File: src/rtl/fpq_peak_meter_if.sv
// Bundles the sample inputs and display outputs of the FPQ peak meter.
// The master side (value source / bench) drives samples and clears; the
// slave side (the meter) drives the LED bank and level indicators.
interface fpq_peak_meter_if #(
  parameter int WIDTH = 8,
  parameter int N_LED = 8
);
  localparam int LW = $clog2(N_LED + 1);

  logic [WIDTH-1:0] cur_value;
  logic             sample_valid;
  logic             peak_clr;
  logic [N_LED-1:0] cur_value_led;
  logic [LW-1:0]    bar_level;
  logic [LW-1:0]    peak_level;
  logic             overload;

  modport master (
    output cur_value, sample_valid, peak_clr,
    input  cur_value_led, bar_level, peak_level, overload
  );

  modport slave (
    input  cur_value, sample_valid, peak_clr,
    output cur_value_led, bar_level, peak_level, overload
  );
endinterface

File: src/rtl/fpq_peak_meter.sv
// FPQ LED level meter: maps each sample to a thermometer bar (log2 or linear
// scale), overlays a peak-hold dot that holds and then decays one LED at a
// time, and keeps a sticky full-scale overload flag.
module fpq_peak_meter #(
  parameter int WIDTH        = 8,
  parameter int N_LED        = 8,
  parameter int LOG_MODE     = 1,
  parameter int HOLD_CYCLES  = 4,
  parameter int DECAY_CYCLES = 2
) (
  input  logic               clk,
  input  logic               rst_n,
  fpq_peak_meter_if.slave    bus
);
  localparam int LW = $clog2(N_LED + 1);
  localparam int HW = (HOLD_CYCLES > 1) ? $clog2(HOLD_CYCLES) : 1;
  localparam int DW = (DECAY_CYCLES > 1) ? $clog2(DECAY_CYCLES) : 1;
  localparam logic [HW-1:0] HOLD_RELOAD  = HW'(HOLD_CYCLES - 1);
  localparam logic [DW-1:0] DECAY_RELOAD = DW'(DECAY_CYCLES - 1);

  typedef enum logic [1:0] {
    IDLE,
    HOLD,
    DECAY
  } state_t;

  state_t        state_q, state_d;
  logic [LW-1:0] bar_level_q, bar_level_d;
  logic [LW-1:0] peak_level_q, peak_level_d;
  logic [HW-1:0] hold_cnt_q, hold_cnt_d;
  logic [DW-1:0] decay_cnt_q, decay_cnt_d;
  logic          overload_q, overload_d;
  logic [LW-1:0] new_level;
  logic [N_LED-1:0] led;
  logic          full_scale;

  assign full_scale = &bus.cur_value;

  generate
    if (LOG_MODE != 0) begin : g_log
      // Log2 scale: LED count is the position of the highest set bit, capped at N_LED.
      always_comb begin
        int msb;
        msb = 0;
        for (int i = 0; i < WIDTH; i++) begin
          if (bus.cur_value[i]) msb = i + 1;
        end
        new_level = (msb > N_LED) ? LW'(N_LED) : LW'(msb);
      end
    end else begin : g_lin
      logic [WIDTH+LW-1:0] prod;
      // Linear scale: ceil(v*N_LED / 2^WIDTH), the round-up being any nonzero low bits.
      always_comb begin
        prod      = {{LW{1'b0}}, bus.cur_value} * (WIDTH + LW)'(N_LED);
        new_level = prod[WIDTH+LW-1:WIDTH] + LW'(|prod[WIDTH-1:0]);
      end
    end
  endgenerate

  // Next-state logic for the bar, overload flag and the peak hold/decay FSM.
  always_comb begin
    state_d      = state_q;
    bar_level_d  = bar_level_q;
    peak_level_d = peak_level_q;
    hold_cnt_d   = hold_cnt_q;
    decay_cnt_d  = decay_cnt_q;
    overload_d   = overload_q;

    if (bus.sample_valid) bar_level_d = new_level;

    if (bus.peak_clr) overload_d = 1'b0;
    if (bus.sample_valid && full_scale) overload_d = 1'b1;

    if (bus.peak_clr) begin
      peak_level_d = bus.sample_valid ? new_level : '0;
      decay_cnt_d  = '0;
      if (peak_level_d != '0) begin
        state_d    = HOLD;
        hold_cnt_d = HOLD_RELOAD;
      end else begin
        state_d    = IDLE;
        hold_cnt_d = '0;
      end
    end else if (bus.sample_valid && (new_level != '0) && (new_level >= peak_level_q)) begin
      peak_level_d = new_level;
      hold_cnt_d   = HOLD_RELOAD;
      state_d      = HOLD;
    end else begin
      case (state_q)
        HOLD: begin
          if (hold_cnt_q != '0) begin
            hold_cnt_d = hold_cnt_q - HW'(1);
          end else begin
            state_d     = DECAY;
            decay_cnt_d = DECAY_RELOAD;
          end
        end
        DECAY: begin
          if (decay_cnt_q != '0) begin
            decay_cnt_d = decay_cnt_q - DW'(1);
          end else begin
            peak_level_d = peak_level_q - LW'(1);
            decay_cnt_d  = DECAY_RELOAD;
            if (peak_level_q == LW'(1)) state_d = IDLE;
          end
        end
        default: begin
          state_d = IDLE;
        end
      endcase
    end
  end

  // State registers with synchronous active-low reset.
  always_ff @(posedge clk) begin
    if (!rst_n) begin
      state_q      <= IDLE;
      bar_level_q  <= '0;
      peak_level_q <= '0;
      hold_cnt_q   <= '0;
      decay_cnt_q  <= '0;
      overload_q   <= 1'b0;
    end else begin
      state_q      <= state_d;
      bar_level_q  <= bar_level_d;
      peak_level_q <= peak_level_d;
      hold_cnt_q   <= hold_cnt_d;
      decay_cnt_q  <= decay_cnt_d;
      overload_q   <= overload_d;
    end
  end

  // LED bank decoded purely from registers: thermometer bar plus peak dot.
  always_comb begin
    led = '0;
    for (int i = 0; i < N_LED; i++) begin
      if (LW'(i) < bar_level_q) led[i] = 1'b1;
      if (peak_level_q == LW'(i + 1)) led[i] = 1'b1;
    end
  end

  assign bus.cur_value_led = led;
  assign bus.bar_level     = bar_level_q;
  assign bus.peak_level    = peak_level_q;
  assign bus.overload      = overload_q;
endmodule

File: src/flat_wrapper.sv
// flat-port wrapper written by rule: the top's interface ports become plain ports
module fpq_peak_meter_flat 
#(
  parameter int WIDTH        = 8,
  parameter int N_LED        = 8,
  parameter int LOG_MODE     = 1,
  parameter int HOLD_CYCLES  = 4,
  parameter int DECAY_CYCLES = 2
)
  (clk, rst_n, bus_cur_value, bus_sample_valid, bus_peak_clr, bus_cur_value_led, bus_bar_level, bus_peak_level, bus_overload);
  fpq_peak_meter_if #(.WIDTH(WIDTH), .N_LED(N_LED)) bus_i ();
  input  logic clk;
  input  logic rst_n;
  input wire logic [$bits(bus_i.cur_value)-1:0] bus_cur_value;
  input wire logic [$bits(bus_i.sample_valid)-1:0] bus_sample_valid;
  input wire logic [$bits(bus_i.peak_clr)-1:0] bus_peak_clr;
  output wire logic [$bits(bus_i.cur_value_led)-1:0] bus_cur_value_led;
  output wire logic [$bits(bus_i.bar_level)-1:0] bus_bar_level;
  output wire logic [$bits(bus_i.peak_level)-1:0] bus_peak_level;
  output wire logic [$bits(bus_i.overload)-1:0] bus_overload;
  assign bus_i.cur_value = bus_cur_value;
  assign bus_i.sample_valid = bus_sample_valid;
  assign bus_i.peak_clr = bus_peak_clr;
  assign bus_cur_value_led = bus_i.cur_value_led;
  assign bus_bar_level = bus_i.bar_level;
  assign bus_peak_level = bus_i.peak_level;
  assign bus_overload = bus_i.overload;
  fpq_peak_meter #(.WIDTH(WIDTH), .N_LED(N_LED), .LOG_MODE(LOG_MODE), .HOLD_CYCLES(HOLD_CYCLES), .DECAY_CYCLES(DECAY_CYCLES)) u_core (.clk(clk), .rst_n(rst_n), .bus(bus_i));
endmodule
File: config.mk
export PLATFORM = sky130hd
export DESIGN_NAME = fpq_peak_meter_flat
export DESIGN_NICKNAME = d
export VERILOG_FILES = /design/src/rtl/fpq_peak_meter_if.sv /design/src/rtl/fpq_peak_meter.sv /design/src/flat_wrapper.sv
export SDC_FILE = /design/constraint.sdc
export NUM_CORES = 1
export LEC_CHECK = 0
export ABC_AREA = 1
export ABC_CLOCK_PERIOD_IN_PS = 2100
export CAP_MARGIN = 20
export CELL_PAD_IN_SITES_DETAIL_PLACEMENT = 0
export CELL_PAD_IN_SITES_GLOBAL_PLACEMENT = 2
export CORE_ASPECT_RATIO = 2
export CORE_MARGIN = 3
export CORE_UTILIZATION = 26
export DETAILED_ROUTE_END_ITERATION = 6
export PLACE_DENSITY = 0.86
export REMOVE_ABC_BUFFERS = 1
export SYNTH_ARGS = -nofsm -noshare
export SYNTH_HDL_FRONTEND = slang
export SYNTH_SLANG_ARGS = --single-unit
File: constraint.sdc
create_clock -name clk -period 2.1 [get_ports clk]
set_input_delay 0.42 -clock clk [delete_from_list [all_inputs] [get_ports clk]]
set_output_delay 0.42 -clock clk [all_outputs]
set_load 0.02 [all_outputs]
==> metrics <==
Synth Flop Type dfxtp_1; final core occ 42.9%; Die Wd 54.3 um; Data required, critical path 2250 ps; Worst path max stage delay 290 ps; vias in the first global route 1341; Post-route DRC 0; post-route ant nets 0; mean post-synth cell area 6.56 sq um; ys async rst share 0%; f_max 511 MHz; endpoints failing setup 0; Worst Slack Setup Final 145 ps; gr ovfl total 0; gpl congestion 0.757; Cells after Synth 185; Nets 267; # placed instances 282; largest net degree at the start of global routing 12; status completed; Fin. Hold Viols 0; Worst path slowest cell ha_1; Cell Pwr Density 583 mW/mm^2; Post-Layout Inst Area 0.00190 sq mm; clk_lat worst skew 250 ps; post-synth top area share 23.1%; crit path launch type primary input; core area 0.00442 sq mm; Layout fillers 499; Max-slew headroom 68.4%; Clock Tree Root clkbuf_8; clk sinks 14; sequential fraction of the synthesis area 23.1%; Final period util 93.1%; commonest cells after routing, fill and taps aside nand2_1, buf_4, inv_1; drt pass-1 iters 4; Post-Route WL 3580 um; placed wire-length estimate 2950 um; Post-DP Area 0.00170 sq mm; mapped cell area 0.00121 sq mm; r2r setup slk 180 ps; Worst Path Max Fanout 6; Site Rows 34; CTS Buffer Depth 2; final slew viol count 0; Worst Hold End u_core.bus.overload; GRT Resource Usage Total 14.7%; hold-fix buffers at CTS 0; drt wl/cell 12.1 um; Num CTS Buffers 3; Peak VDD IR 0.000294 V; Worst path most repeated cell nand2_1; first-pass GRT wire length 6050 um; Yosys top cell by area dfxtp_1; clock slew at reported path FFs 60 ps; H-Tree Depth 1; DRT iter0 DRCs 24; Max Cap Viol 0; crit path cell chain buf_2 -> nor2_4 -> o21ai_1 -> a31oi_2 -> ha_1 -> nand2_2 -> nand2_1 -> nand2_1 -> nand3_2 -> nand2_1 -> inv_2 -> nand2_8 -> nand2_4 -> nor2_4 -> nand2_1 -> nand2_1 -> nor2_2; worst slack, placed -532 ps; Post-Layout Cell Count 297; top cells by area, synth dfxtp_1, nand2_1, ha_1; hold path start bus_cur_value[1]; CTS tree done; area delta synth->final 56.3%; Post-synth EDFFs 0; share of layout cells above drive strength 1 30.0%; Setup Crit Path Kind primary input to flip-flop; Hold Path Class primary input to flip-flop; synth warn 0; most common cell after layout, fill and taps aside nand2_1; Worst R2R Start u_core.bus.peak_level[3]; I/O pin count 29; die area 0.00557 sq mm; vias per inst 4.58; minimum clock period after layout 1960 ps; initial antenna violation count 0; Initial Util 27.4%; Antenna Cells 0; Critical Path AT 2100 ps; via count 1361; Die Y 103 um; CP Capture Type flip-flop; Pleak 0.914 nW; IO buf count 28; worst r2r dst u_core.bus.peak_level[1]; hold depth 3; Clock Skew 4.34 ps; Yosys cell types 32; Yosys reg bits 14; R2R cell count 14; slew at the pin closest to its max-slew limit 473 ps
==> where the power goes <==
| group | leakage (nW) | switching, mW | internal, mW | total, mW |
|---|---|---|---|---|
| combinational | 0.770 | 0.285 | 0.234 | 0.519 |
| clock | 0.0288 | 0.105 | 0.166 | 0.271 |
| sequential | 0.116 | 0.0237 | 0.291 | 0.315 |
==> state kept, by name, indices dropped and copies added (netlist names) <==
signal	flops
u_core.state_q	2
u_core.decay_cnt_q	1
u_core.bus.peak_level	4
u_core.bus.bar_level	4
u_core.hold_cnt_q	2
u_core.bus.overload	1
==> how the worst max path moves through the flow <==
stage / slack [ps] / end / from / cells after the start
after floorplan: 180 / u_core.hold_cnt_q[0] / bus_cur_value[3] / 16
after global placement: -500 / u_core.hold_cnt_q[1] / bus_cur_value[4] / 14
after detailed placement: -530 / u_core.hold_cnt_q[1] / bus_cur_value[4] / 17
after CTS: 10 / u_core.hold_cnt_q[0] / bus_cur_value[3] / 14
after global routing: -10 / u_core.bus.peak_level[1] / bus_cur_value[4] / 16
final: 140 / u_core.hold_cnt_q[1] / bus_cur_value[4] / 17
==> synth_stat cells (4+ instances only) <==
cell type / n
nand2_1: 41
inv_1: 27
nand3_1: 18
nor2_1: 17
dfxtp_1: 14
ha_1: 11
a21oi_1: 6
nand4_1: 6
o21ai_0: 5
inv_2: 4
nor2_2: 4
o211ai_1: 4
==> timing repair <==
| item | in CTS | in global routing |
|---|---|---|
| pin swaps | 14 | 22 |
| setup buffers | 8 | 3 |
| endpoints found under the hold margin | 0 | 0 |
| setup endpoints to repair | 16 | 9 |
| resized for setup | 34 | 27 |
==> area by class of cell <==
type,instances,area [sq um],share of cell area [%]
timing repair buffer,59,505,26.6
sequential,14,282,14.8
multi-input combinational,134,866,45.6
tap,54,67.6,3.56
inverter,32,121,6.40
clock buffer,4,55.1,2.90
==> cells by family after synthesis <==
| group | after synthesis | synth area share [%] |
|---|---|---|
| fa+ha+maj | 11 | 11.3 |
| compound gates | 25 | 12.7 |
| buf+inv | 37 | 11.9 |
| xor+xnor | 2 | 1.44 |
| simple gates | 96 | 39.6 |
| flops | 14 | 23.1 |
==> stage by stage <==
stage / hold slack, ps / power (mW) / setup TNS (ps)
after floorplan: 443 / 0.599 / 0
after global placement: 454 / 0.797 / -3840
after detailed placement: 461 / 0.798 / -4250
after CTS: 470 / 1.09 / 0
after global routing: 465 / 1.19 / -23.1
final: 442 / 1.11 / 0
==> critical path: cells and delay by family <==
family	cells	cell delay [ps]
and+or+nand+nor	12	920
AOI/OAI and AO/OA	2	270
buffers and inverters	2	200
adders and majority gates	1	290
==> routing by layer <==
| metal | up-vias | GRT usage [%] | part of all wire [%] |
|---|---|---|---|
| li1 | 713 | - | - |
| met4 | 0 | 6.91 | 2.8 |
| met5 | - | 0 | 0 |
| met2 | 32 | 28.7 | 61 |
| met1 | 609 | 14.6 | 33 |
| met3 | 7 | 0.868 | 3.5 |
Power figures use the tool's default switching activity.
